`config.mk`:
```
export PLATFORM = sky130hd
export DESIGN_NAME = led_sequencer_flat
export DESIGN_NICKNAME = d
export VERILOG_FILES = /design/src/rtl/led_seq_if.sv /design/src/rtl/led_sequencer.sv /design/src/flat_wrapper.sv
export SDC_FILE = /design/constraint.sdc
export NUM_CORES = 1
export LEC_CHECK = 0
export BUFFER_PORTS_ARGS = -buffer_cell sky130_fd_sc_hd__buf_2
export CORE_MARGIN = 4
export CORE_UTILIZATION = 60
export DETAILED_ROUTE_END_ITERATION = 8
export PLACE_DENSITY_LB_ADDON = 0.08
export SYNTH_ARGS = -nofsm -noshare
export SYNTH_HDL_FRONTEND = slang
export SYNTH_SLANG_ARGS = --single-unit
```
`constraint.sdc`:
```
create_clock -name clk -period 4.4 [get_ports clk]
set_input_delay 0.22 -clock clk [delete_from_list [all_inputs] [get_ports clk]]
set_output_delay 0.22 -clock clk [all_outputs]
set_load 0.02 [all_outputs]
```
`src/rtl/led_seq_if.sv`:
```
// led_seq_if: request/status bundle between the game controller and led_sequencer
//   show, color[1:0], speed, all_leds : controller -> sequencer display requests
//   busy, done                        : sequencer -> controller status
interface led_seq_if;
  logic       show;
  logic [1:0] color;
  logic       speed;
  logic       all_leds;
  logic       busy;
  logic       done;
  modport master (output show, color, speed, all_leds, input busy, done);
  modport slave  (input show, color, speed, all_leds, output busy, done);
endinterface

```
`src/rtl/led_sequencer.sv`:
```
// led_sequencer: turns one-cycle display requests into timed activity on four colour LEDs
//   clk, rst_n            : clock, asynchronous active-low reset
//   bus (led_seq_if.slave): show/color/speed/all_leds requests in, busy/done status out
//   led_red/green/blue/yellow : registered active-high LED drives
module led_sequencer #(
  parameter int CNT_W      = 32,
  parameter int ON_FAST    = 10,
  parameter int ON_SLOW    = 20,
  parameter int GAP        = 5,
  parameter int FLASH_ON   = 10,
  parameter int FLASH_REPS = 3
) (
  input  logic        clk,
  input  logic        rst_n,
  led_seq_if.slave    bus,
  output logic        led_red,
  output logic        led_green,
  output logic        led_blue,
  output logic        led_yellow
);
  localparam int REP_W = $clog2(FLASH_REPS + 1);
  typedef enum logic [2:0] {S_IDLE, S_ON, S_GAP, S_FL_ON, S_FL_OFF} state_t;
  state_t           state_q, state_d;
  logic [CNT_W-1:0] cnt_q, cnt_d, lim;
  logic [REP_W-1:0] rep_q, rep_d;
  logic [1:0]       col_q, col_d;
  logic             spd_q, spd_d;
  logic             busy_q, busy_d, done_q, done_d;
  logic [3:0]       led_q, led_d;
  logic             last;
  always_comb begin
    state_d = state_q;
    col_d   = col_q;
    spd_d   = spd_q;
    rep_d   = rep_q;
    lim     = state_q == S_ON  ? (spd_q ? CNT_W'(ON_FAST) : CNT_W'(ON_SLOW)) :
              state_q == S_GAP ? CNT_W'(GAP) :
              state_q == S_IDLE ? CNT_W'(1) : CNT_W'(FLASH_ON);
    last    = cnt_q == lim - CNT_W'(1);
    case (state_q)
      S_IDLE:
        if (bus.all_leds) begin
          state_d = S_FL_ON;
          rep_d   = '0;
        end else if (bus.show) begin
          state_d = S_ON;
          col_d   = bus.color;
          spd_d   = bus.speed;
        end
      S_ON:    state_d = last ? S_GAP : S_ON;
      S_GAP:   state_d = last ? S_IDLE : S_GAP;
      S_FL_ON: state_d = last ? S_FL_OFF : S_FL_ON;
      S_FL_OFF:
        if (last) begin
          rep_d   = rep_q + REP_W'(1);
          state_d = rep_d < REP_W'(FLASH_REPS) ? S_FL_ON : S_IDLE;
        end
      default: state_d = S_IDLE;
    endcase
    // Timer restarts on every state change and rests at zero in IDLE.
    cnt_d  = (state_d != state_q || state_q == S_IDLE) ? '0 : cnt_q + CNT_W'(1);
    // Outputs are registered from the next state so they align with it.
    busy_d = state_d != S_IDLE;
    done_d = state_d == S_IDLE && state_q != S_IDLE;
    led_d  = state_d == S_FL_ON ? 4'hf : state_d == S_ON ? 4'b0001 << col_d : 4'h0;
  end
  always_ff @(posedge clk or negedge rst_n)
    if (!rst_n) begin
      state_q <= S_IDLE;
      cnt_q   <= '0;
      rep_q   <= '0;
      col_q   <= '0;
      spd_q   <= 1'b0;
      busy_q  <= 1'b0;
      done_q  <= 1'b0;
      led_q   <= '0;
    end else begin
      state_q <= state_d;
      cnt_q   <= cnt_d;
      rep_q   <= rep_d;
      col_q   <= col_d;
      spd_q   <= spd_d;
      busy_q  <= busy_d;
      done_q  <= done_d;
      led_q   <= led_d;
    end
  assign bus.busy   = busy_q;
  assign bus.done   = done_q;
  assign led_red    = led_q[0];
  assign led_green  = led_q[1];
  assign led_blue   = led_q[2];
  assign led_yellow = led_q[3];
endmodule

```
`src/flat_wrapper.sv`:
```
// flat-port wrapper written by rule: the top's interface ports become plain ports
module led_sequencer_flat 
#(
  parameter int CNT_W      = 32,
  parameter int ON_FAST    = 10,
  parameter int ON_SLOW    = 20,
  parameter int GAP        = 5,
  parameter int FLASH_ON   = 10,
  parameter int FLASH_REPS = 3
)
  (clk, rst_n, led_red, led_green, led_blue, led_yellow, bus_show, bus_color, bus_speed, bus_all_leds, bus_busy, bus_done);
  led_seq_if bus_i ();
  input  logic clk;
  input  logic rst_n;
  output logic led_red;
  output logic led_green;
  output logic led_blue;
  output logic led_yellow;
  input wire logic [$bits(bus_i.show)-1:0] bus_show;
  input wire logic [$bits(bus_i.color)-1:0] bus_color;
  input wire logic [$bits(bus_i.speed)-1:0] bus_speed;
  input wire logic [$bits(bus_i.all_leds)-1:0] bus_all_leds;
  output wire logic [$bits(bus_i.busy)-1:0] bus_busy;
  output wire logic [$bits(bus_i.done)-1:0] bus_done;
  assign bus_i.show = bus_show;
  assign bus_i.color = bus_color;
  assign bus_i.speed = bus_speed;
  assign bus_i.all_leds = bus_all_leds;
  assign bus_busy = bus_i.busy;
  assign bus_done = bus_i.done;
  led_sequencer #(.CNT_W(CNT_W), .ON_FAST(ON_FAST), .ON_SLOW(ON_SLOW), .GAP(GAP), .FLASH_ON(FLASH_ON), .FLASH_REPS(FLASH_REPS)) u_core (.clk(clk), .rst_n(rst_n), .bus(bus_i), .led_red(led_red), .led_green(led_green), .led_blue(led_blue), .led_yellow(led_yellow));
endmodule
```
==> results of run 1 <==
-- power by group through the flow --
stage | Sequential (uW) | Clock [uW] | Combinational [uW]
after floorplan | 571 | 0 | 518
after global placement | 567 | 0 | 652
after detailed placement | 569 | 0 | 658
after CTS | 562 | 393 | 666
after global routing | 573 | 410 | 742
final | 563 | 386 | 667
-- path summary, 6_finish.rpt --
path	startpoint	to	slack [ps]	depth (start not counted)
worst max register to register	u_core.state_q[2]	u_core.rep_q[0]	480	13
worst min-delay path	rst_n	u_core.cnt_q[25]	80	1
worst max-delay path	u_core.state_q[2]	u_core.rep_q[0]	480	13
min in group clk	bus_speed	u_core.spd_q	150	2
max in group asynchronous	rst_n	u_core.cnt_q[29]	3700	1
worst min register to register	u_core.rep_q[1]	u_core.rep_q[1]	500	1
-- final cells by class --
| class | instances | share of cell area, % |
|---|---|---|
| clock buffer | 6 | 3.116 |
| clock inverter | 2 | 2.266 |
| inverter | 14 | 1.983 |
| multi-input combinational | 182 | 44.38 |
| sequential | 46 | 43.44 |
| tap | 48 | 2.266 |
| timing repair buffer | 13 | 2.550 |
-- stage by stage --
step           power (uW)  utilization, %
2_1_floorplan        1089               -
3_3_place_gp         1220           66.49
3_5_place_dp         1227           66.49
4_1_cts              1620           70.27
5_1_grt              1725           70.27
6_report             1616           70.27
-- metal layers --
metal	wire length (um)	GRT usage, %
met1	2271	28.65
met2	2063	29.18
met3	184	5.470
met4	70	8.142
met5	0	0
-- cells by family (layout without fill, tap and decap cells) --
group,count (synthesis),count (layout),share of synthesized area (%)
AO/OA/AOI/OAI,13,13,4.035
XOR/XNOR,36,36,13.04
adder cells (fa/ha/maj),4,4,2.069
buffers and inverters,22,35,3.776
flip-flops,46,46,47.59
multiplexers,8,8,3.569
AND/OR/NAND/NOR,121,121,25.92
-- cells in the final DEF (no fill, tap or decap), types with 2 or more instances in the layout --
cell / Yosys / routed
nand4_1: 10 / 10
dfrtp_1: 46 / 46
a21oi_1: 6 / 6
ha_1: 4 / 4
mux2_2: 3 / 3
nand3_1: 24 / 24
and3_1: 8 / 8
xnor2_1: 17 / 17
nand2_1: 10 / 10
nor3_2: 2 / 2
clkbuf_8: 0 / 6
bufinv_16: 0 / 2
inv_1: 13 / 13
xor2_1: 19 / 19
nor2_1: 46 / 46
nor4_1: 6 / 6
nor3_1: 7 / 7
buf_2: 1 / 12
mux2i_1: 3 / 3
mux2_1: 2 / 2
-- state kept, by name, indices dropped and copies added, names as in the netlist --
name,cells
u_core.bus.done,1
u_core.cnt_q,32
u_core.led_q,4
u_core.bus.busy,1
u_core.col_q,2
u_core.rep_q,2
u_core.state_q,3
u_core.spd_q,1
==> impl_metrics.env, run 1 <==
export IMPL_finalSetupTns_ps=0
export IMPL_nNetsFinal=273
export IMPL_setup_viol=0
export IMPL_multi_input_area_um2=1176
export IMPL_syn_area_um2=2419
export IMPL_holdWs_ps=78.71
export IMPL_die_x_um=71.49
export IMPL_status="completed"
export IMPL_placed_cells=303
export IMPL_synthTopCellsByCount="dfrtp_1, nor2_1, nand3_1"
export IMPL_diodes=0
export IMPL_powerDensity_nw_per_um2=609.7
export IMPL_crit_chain="or4b_1 > nand2_1 > ha_1 > or4b_4 > inv_1 > ha_1 > xor2_1 > nand4_1 > a221oi_2 > nand4_4 > mux2_2 > nor3_2 > mux2_1"
export IMPL_syn_nets=261
export IMPL_seq_power_share_pct=34.9
export IMPL_ys_flop_type="dfrtp_1"
export IMPL_finalMaxSlewViolations=0
export IMPL_pwr_share_comb_pct=41.3
export IMPL_ys_warn_count=0
export IMPL_die_h_um=71.49
export IMPL_portBuffers=12
export IMPL_clk_pin_slew_ps=90
export IMPL_worst_path_buf_inv=1
export IMPL_syn_avg_cell_area_um2=9.674
export IMPL_track_usage_pct=20.14
export IMPL_final_antenna_net_count=0
export IMPL_cp_start_kind="flop"
export IMPL_ys_ff_latch=46
export IMPL_cap_viol_max_count=0
export IMPL_grt_pass1_wl_um=8017
export IMPL_antenna_found_initial=0
export IMPL_hpwl_um=3189
export IMPL_tritoncts="built"
export IMPL_drive_gt1_share_pct=11.79
export IMPL_fillers=294
export IMPL_cts_sinks=46
export IMPL_syn_inst=250
export IMPL_gp_congestion=0.8909
export IMPL_post_cts_buffers=0
export IMPL_htree_levels=2
export IMPL_clockBufferDepth=2
export IMPL_power_switching_uw=631.2
export IMPL_finalHoldViolations=0
export IMPL_viasPerCell=5.672
export IMPL_synth_cell_types=36
export IMPL_end_kind="flop"
export IMPL_slowest_delay_ps=650
export IMPL_wirelength_um=4590
export IMPL_first_global_vias=1658
export IMPL_pre_cts_ws_ps=545.4
export IMPL_cts_resized=0
export IMPL_drtIter0Drc=179
export IMPL_vias=1764
export IMPL_finalCriticalPeriod_ps=3918
export IMPL_cp_data_arrival_time_ps=4110
export IMPL_core_area_um2=3771
export IMPL_fin_area_um2=2650
export IMPL_synthToLayoutAreaGrowth_pct=9.571
export IMPL_layout_setup_ws_ps=482.2
export IMPL_synth_edf_count=0
export IMPL_cts_hold_repair_buffers=0
export IMPL_first_pass_iters=4
export IMPL_cp_common_cell="ha_1"
export IMPL_critPathSlowestCell="or4b_1"
export IMPL_fin_cells=311
export IMPL_synth_seq_area_share_pct=47.59
export IMPL_wl_per_cell_um=14.76
export IMPL_ys_async_sr_fraction_pct=100.0
export IMPL_pin_count=13
export IMPL_synthTopCellsByArea="dfrtp_1, nor2_1, xor2_1"
export IMPL_crit_type="reg2reg"
export IMPL_required_ps=4590
export IMPL_finalCritPeriodShare_pct=89.04
export IMPL_leakage_uw=0.001242
export IMPL_dieArea_um2=5111
export IMPL_p_sw_share_pct=39.07
export IMPL_relSlewSlack_pct=33.58
export IMPL_cts_buffers=5
export IMPL_grt_max_degree=47
export IMPL_yosys_area_top_type="dfrtp_1"
export IMPL_clock_power_share_pct=23.9
export IMPL_seq_area_um2=1151
export IMPL_clock_skew_ps=5.815
export IMPL_tightest_slew_ps=996.4
export IMPL_post_route_drc_count=0
export IMPL_rsz0062_at_grt="no"
export IMPL_clk_latency_ps=300
export IMPL_overflow=0
export IMPL_internal_power_uw=984.5
export IMPL_cp_max_fo=8
export IMPL_clock_fmax_ghz=0.2552
export IMPL_yosysTopAreaCellShare_pct=47.59
export IMPL_ir_worst_vdd_mv=0.4661
export IMPL_rows=22
export IMPL_initial_core_util_pct=64.13
export IMPL_path_delay_family="simple AND/OR/NAND/NOR gates"
export IMPL_hp_class="in2async"
export IMPL_cts_root_buffer="clkbuf_8"
export IMPL_placed_area_um2=2507
No activity file was read; power rests on OpenSTA's default activity.
==> inputs of run 2 (changes only) <==
CORE_MARGIN = not set   (was 4)
==> run 2 against run 1 <==
  * Sequential cell count stayed put
  * Cell count stayed put
  * Critical path depth stayed put
  * Fmax is 1.9% higher
  * Critical path type unchanged
  * Largest power group unchanged
==> impl_metrics.env, run 2 (synthesis gave the netlist of run 1 again) <==
export IMPL_status="completed"
export IMPL_grt_pass1_wl_um=7486
export IMPL_htree_levels=2
export IMPL_tightest_slew_ps=1001
export IMPL_overflow=0
export IMPL_relSlewSlack_pct=33.27
export IMPL_clock_fmax_ghz=0.2602
export IMPL_rows=22
export IMPL_track_usage_pct=23.32
export IMPL_seq_power_share_pct=38.4
export IMPL_synthToLayoutAreaGrowth_pct=7.449
export IMPL_post_route_drc_count=0
export IMPL_p_sw_share_pct=40.73
export IMPL_nNetsFinal=273
export IMPL_ir_worst_vdd_mv=0.5418
export IMPL_cp_max_fo=8
export IMPL_fin_area_um2=2599
export IMPL_top_regs="u_core.cnt_q (32), u_core.led_q (4), u_core.state_q (3)"
export IMPL_wl_per_cell_um=13.97
export IMPL_crit_type="reg2reg"
export IMPL_cts_resized=0
export IMPL_first_pass_iters=4
export IMPL_internal_power_uw=867.8
export IMPL_mostFrequentLayoutCells="nor2_1, dfrtp_1, nand3_1, xor2_1, xnor2_1"
export IMPL_largest_reg_flops=32
export IMPL_placed_area_um2=2507
export IMPL_final_antenna_net_count=0
export IMPL_rsz0062_at_grt="no"
export IMPL_pwr_share_comb_pct=43.7
export IMPL_dieArea_um2=4289
export IMPL_clock_power_share_pct=17.9
export IMPL_drtIter0Drc=149
export IMPL_finalCriticalPeriod_ps=3844
export IMPL_setup_viol=0
export IMPL_finalMaxSlewViolations=0
export IMPL_tritoncts="built"
export IMPL_cp_start_kind="flop"
export IMPL_leakage_uw=0.001219
export IMPL_clk_pin_slew_ps=90
export IMPL_pin_count=13
export IMPL_finalPower_uw=1464
export IMPL_viasPerCell=5.633
export IMPL_clockBufferDepth=2
export IMPL_hpwl_um=3048
export IMPL_cts_hold_repair_buffers=0
export IMPL_die_h_um=65.49
export IMPL_regMostFlops="u_core.cnt_q"
export IMPL_powerDensity_nw_per_um2=563.4
export IMPL_die_x_um=65.49
export IMPL_cts_sinks=46
export IMPL_diodes=0
export IMPL_finalHoldViolations=0
export IMPL_vias=1752
export IMPL_post_cts_buffers=0
export IMPL_hp_class="in2async"
export IMPL_cap_viol_max_count=0
export IMPL_wirelength_um=4346
export IMPL_clock_skew_ps=10.26
export IMPL_finalSetupTns_ps=0
export IMPL_power_switching_uw=596.3
export IMPL_first_global_vias=1581
export IMPL_core_area_um2=3771
export IMPL_fin_util_pct=68.91
export IMPL_drive_gt1_share_pct=11.41
export IMPL_antenna_found_initial=0
export IMPL_required_ps=4580
export IMPL_grt_max_degree=47
export IMPL_clk_latency_ps=300
export IMPL_gp_congestion=0.8791
export IMPL_end_kind="flop"
export IMPL_portBuffers=12
export IMPL_initial_core_util_pct=64.13
export IMPL_cts_root_buffer="clkbuf_8"
export IMPL_finalCritPeriodShare_pct=87.35
export IMPL_cp_data_arrival_time_ps=4020
export IMPL_cts_buffers=5
-- run 2: cell types whose count changed in the layout (fill, tap and decap cells not counted), sizes merged --
cell,change
bufinv,-2
clkinv,+1
clkbuf,+1
-- run 2: per-stage QoR --
step                      std cells  hold slack [ps]  setup slack [ps]
after CTS                       311            119.2             536.2
after floorplan                 250           -75.59             730.2
final                           311            84.26             556.4
after global placement          303            433.0             614.6
after global routing            311            147.3             314.7
after detailed placement        303            438.5             553.6
-- run 2: layout make-up --
type	count	area, um2
repair buffers	13	67.56
fillers	295	1172
multi-input cells	182	1176
clock buffers	7	86.33
clock inverters	1	5.005
inverters	14	52.55
well taps	48	60.06
flip-flops and latches	46	1151
-- run 2: power by group through the flow --
stage / registers (uW) / clock network [uW] / logic [uW]
global route: 574 / 291 / 725
CTS: 561 / 270 / 649
global placement: 568 / 0 / 648
finish: 562 / 261 / 640
detailed placement: 569 / 0 / 648
floorplan: 571 / 0 / 518
-- run 2: worst paths after layout --
| path | startpoint | to | slack (ps) | cells after the start |
|---|---|---|---|---|
| min in group clk | bus_speed | u_core.spd_q | 160 | 2 |
| max in group asynchronous | rst_n | u_core.state_q[0] | 3690 | 1 |
| min reg2reg | u_core.rep_q[1] | u_core.rep_q[1] | 490 | 1 |
| max reg2reg | u_core.state_q[2] | u_core.rep_q[0] | 560 | 13 |
| max | u_core.state_q[2] | u_core.rep_q[0] | 560 | 13 |
| min | rst_n | u_core.cnt_q[24] | 80 | 1 |
-- run 2: worst max-delay path, cell delays in order, from the launching register on --
cell	delay [ps]
dfrtp_1	460
or4b_1	640
nand2_1	110
ha_1	170
or4b_4	490
inv_1	70
ha_1	220
xor2_1	130
nand4_1	110
a221oi_2	270
nand4_4	200
mux2_2	320
nor3_2	190
mux2_1	340
-- run 2: routing by layer --
layer	wire length [um]	GRT usage [%]
met5	0	0
met3	105	5.729
met1	2285	35.66
met4	50	8.152
met2	1904	31.83
==> inputs of run 3 (changes only) <==
ABC_AREA = 1   (was not set)
CORE_UTILIZATION = 62   (was 60)
==> run 3 against run 2 <==
  * The flow now finishes with violations (design-rule violations)
  * Critical path depth rose by 7
  * Synthesized area grew 21%
  * Non-clock buffer count shrank 1
  * Worst hold slack improved by 6.9 ps
  * Synthesized cell count is 56% higher
  * Via count rose by 41%
  * Sequential share of layout area fell by 7.0 points
  * Die area increased by 17%
  * Clock power down 7.7%
  * Power is 3.9% higher
  * First-iteration DRC count grew 62%
  * Wire length is 38% higher
==> impl_metrics.env, run 3 <==
export IMPL_clk_pin_slew_ps=80
export IMPL_post_route_drc_count=4
export IMPL_slowest_delay_ps=450
export IMPL_yosysMostFrequentCell="nand2_1"
export IMPL_core_area_um2=4444
export IMPL_clock_skew_ps=6.578
export IMPL_clockBufferDepth=2
export IMPL_nNetsFinal=414
export IMPL_wirelength_um=6019
export IMPL_cts_resized=0
export IMPL_grt_pass1_wl_um=10360
export IMPL_track_usage_pct=26.07
export IMPL_cap_viol_max_count=0
export IMPL_ys_ff_latch=46
export IMPL_finalCriticalPeriod_ps=3572
export IMPL_portBuffers=12
export IMPL_ir_worst_vdd_mv=0.4077
export IMPL_end_kind="flop"
export IMPL_r2r_start="u_core.state_q[1]"
export IMPL_pin_count=13
export IMPL_synth_edf_count=0
export IMPL_rsz0062_at_grt="no"
export IMPL_relSlewSlack_pct=33.74
export IMPL_synthTopCellsByCount="nand2_1, nor2_1, inv_1"
export IMPL_finalHoldViolations=0
export IMPL_viasPerCell=5.411
export IMPL_rows=24
export IMPL_wl_per_cell_um=13.23
export IMPL_finalCritPeriodShare_pct=81.18
export IMPL_clock_fmax_ghz=0.2800
export IMPL_synthToLayoutAreaGrowth_pct=5.475
export IMPL_cp_common_cell="nand2_1"
export IMPL_path_delay_family="simple AND/OR/NAND/NOR gates"
export IMPL_first_pass_iters=7
export IMPL_top_regs="u_core.cnt_q (32), u_core.led_q (4), u_core.state_q (3)"
export IMPL_cts_sinks=46
export IMPL_initial_core_util_pct=65.82
export IMPL_gp_congestion=0.9883
export IMPL_drtIter0Drc=241
export IMPL_violations="design-rule violations"
export IMPL_cts_hold_repair_buffers=0
export IMPL_clk_latency_ps=290
export IMPL_cts_buffers=5
export IMPL_hp_class="in2async"
export IMPL_post_cts_buffers=0
export IMPL_antenna_found_initial=0
export IMPL_synth_cell_types=27
export IMPL_regMostFlops="u_core.cnt_q"
export IMPL_fillers=386
export IMPL_syn_inst=389
export IMPL_worstRegToRegCells=20
export IMPL_critPathSlowestCell="dfrtp_1"
export IMPL_finalSetupTns_ps=0
export IMPL_worst_path_buf_inv=2
export IMPL_ys_async_sr_fraction_pct=100.0
export IMPL_overflow=0
export IMPL_multi_input_area_um2=1538
export IMPL_syn_area_um2=2925
export IMPL_tightest_slew_ps=993.9
export IMPL_dieArea_um2=4997
export IMPL_tritoncts="built"
export IMPL_seq_area_um2=1151
export IMPL_finalMaxSlewViolations=0
export IMPL_diodes=0
export IMPL_cp_data_arrival_time_ps=3790
export IMPL_reg2reg_to="u_core.cnt_q[15]"
export IMPL_layout_setup_ws_ps=828.0
export IMPL_synthTopCellsByArea="dfrtp_1, nand2_1, nor2_1"
export IMPL_required_ps=4620
export IMPL_yosys_area_top_type="dfrtp_1"
export IMPL_pre_cts_ws_ps=855.6
export IMPL_finalPower_uw=1521
export IMPL_die_x_um=70.69
export IMPL_status="complete, but fails checks"
export IMPL_ys_warn_count=0
export IMPL_rrSetupSlack_ps=830
export IMPL_cts_root_buffer="clkbuf_8"
export IMPL_crit_type="reg2reg"
export IMPL_ys_flop_type="dfrtp_1"
export IMPL_grt_max_degree=47
export IMPL_hpwl_um=4527
export IMPL_leakage_uw=0.001412
export IMPL_powerDensity_nw_per_um2=493.0
export IMPL_final_common_cell="nand2_1"
export IMPL_crit_chain="inv_2 > nand3_2 > nand2_1 > ha_1 > nand3_4 > inv_1 > ha_1 > nand2_1 > nand2_1 > nor2_1 > nand3_1 > nor2_1 > nand4_2 > nand2_1 > nand2_1 > nor2_4 > nand2_2 > nand2_2 > nand3_4 > nor2_2"
export IMPL_holdWs_ps=91.15
export IMPL_yosysTopAreaCellShare_pct=39.35
export IMPL_mostFrequentLayoutCells="nand2_1, nor2_1, inv_1, dfrtp_1, nor2_2"
export IMPL_syn_nets=400
export IMPL_drive_gt1_share_pct=14.89
export IMPL_final_antenna_net_count=0
export IMPL_cp_max_fo=32
export IMPL_cp_start_kind="flop"
export IMPL_synth_seq_area_share_pct=39.35
export IMPL_syn_avg_cell_area_um2=7.520
export IMPL_die_h_um=70.69
export IMPL_htree_levels=2
export IMPL_largest_reg_flops=32
export IMPL_vias=2462
export IMPL_setup_viol=0
export IMPL_first_global_vias=2306
==> run 3: layout make-up <==
class                   instances  share of cell area [%]
inverters                      52                   6.326
clock buffers                   7                   2.474
flip-flops and latches         46                   37.31
multi-input cells             286                   49.84
well taps                      52                   2.109
repair buffers                 12                   1.946
==> run 3: per-stage QoR <==
step	util (%)	instance area, um2	cells
2_1_floorplan	-	2925	389
3_3_place_gp	67.71	3009	448
3_5_place_dp	67.71	3009	448
4_1_cts	69.43	3085	455
5_1_grt	69.43	3085	455
6_report	69.43	3085	455
==> run 3: power by group <==
group / switching (uW) / internal (uW) / total, uW
Sequential: 42.4 / 490 / 533
Combinational: 538 / 209 / 747
Clock: 132 / 110 / 241
==> run 3: worst register-to-register path, stage by stage, from the launching register on <==
cell	delay [ps]
dfrtp_1	450
inv_2	200
nand3_2	150
nand2_1	110
ha_1	270
nand3_4	130
inv_1	100
ha_1	240
nand2_1	90
nand2_1	50
nor2_1	120
nand3_1	80
nor2_1	120
nand4_2	200
nand2_1	110
nand2_1	80
nor2_4	150
nand2_2	90
nand2_2	80
nand3_4	420
nor2_2	250
==> run 3: how the worst max path moves through the flow <==
stage                      start          endpoint  slack [ps]  depth (start not counted)
2_1_floorplan  u_core.state_q[2]  u_core.cnt_q[17]        1510                         20
3_3_place_gp   u_core.state_q[0]   u_core.cnt_q[0]        1020                         21
3_5_place_dp   u_core.state_q[2]  u_core.cnt_q[24]         860                         20
4_1_cts        u_core.state_q[2]  u_core.cnt_q[31]         830                         20
5_1_grt        u_core.state_q[0]   u_core.cnt_q[0]         460                         21
6_report       u_core.state_q[1]  u_core.cnt_q[15]         830                         20
==> run 3: cell families (layout without fill, tap and decap cells) <==
family | count (synthesis) | in the layout | share of synthesized area, %
buffers and inverters | 57 | 71 | 8.084
AND/OR/NAND/NOR | 239 | 239 | 39.48
XOR/XNOR | 29 | 29 | 8.683
flip-flops | 46 | 46 | 39.35
adder cells (fa/ha/maj) | 4 | 4 | 1.711
AO/OA/AOI/OAI | 14 | 14 | 2.695
==> run 3: per-layer routing <==
metal  track usage (%)  wire [um]  vias up
li1                  -          -     1249
met1             37.60       2956     1113
met2             39.64       2608       85
met3             5.413        351       15
met4             8.000        102        0
met5                 0          0        -
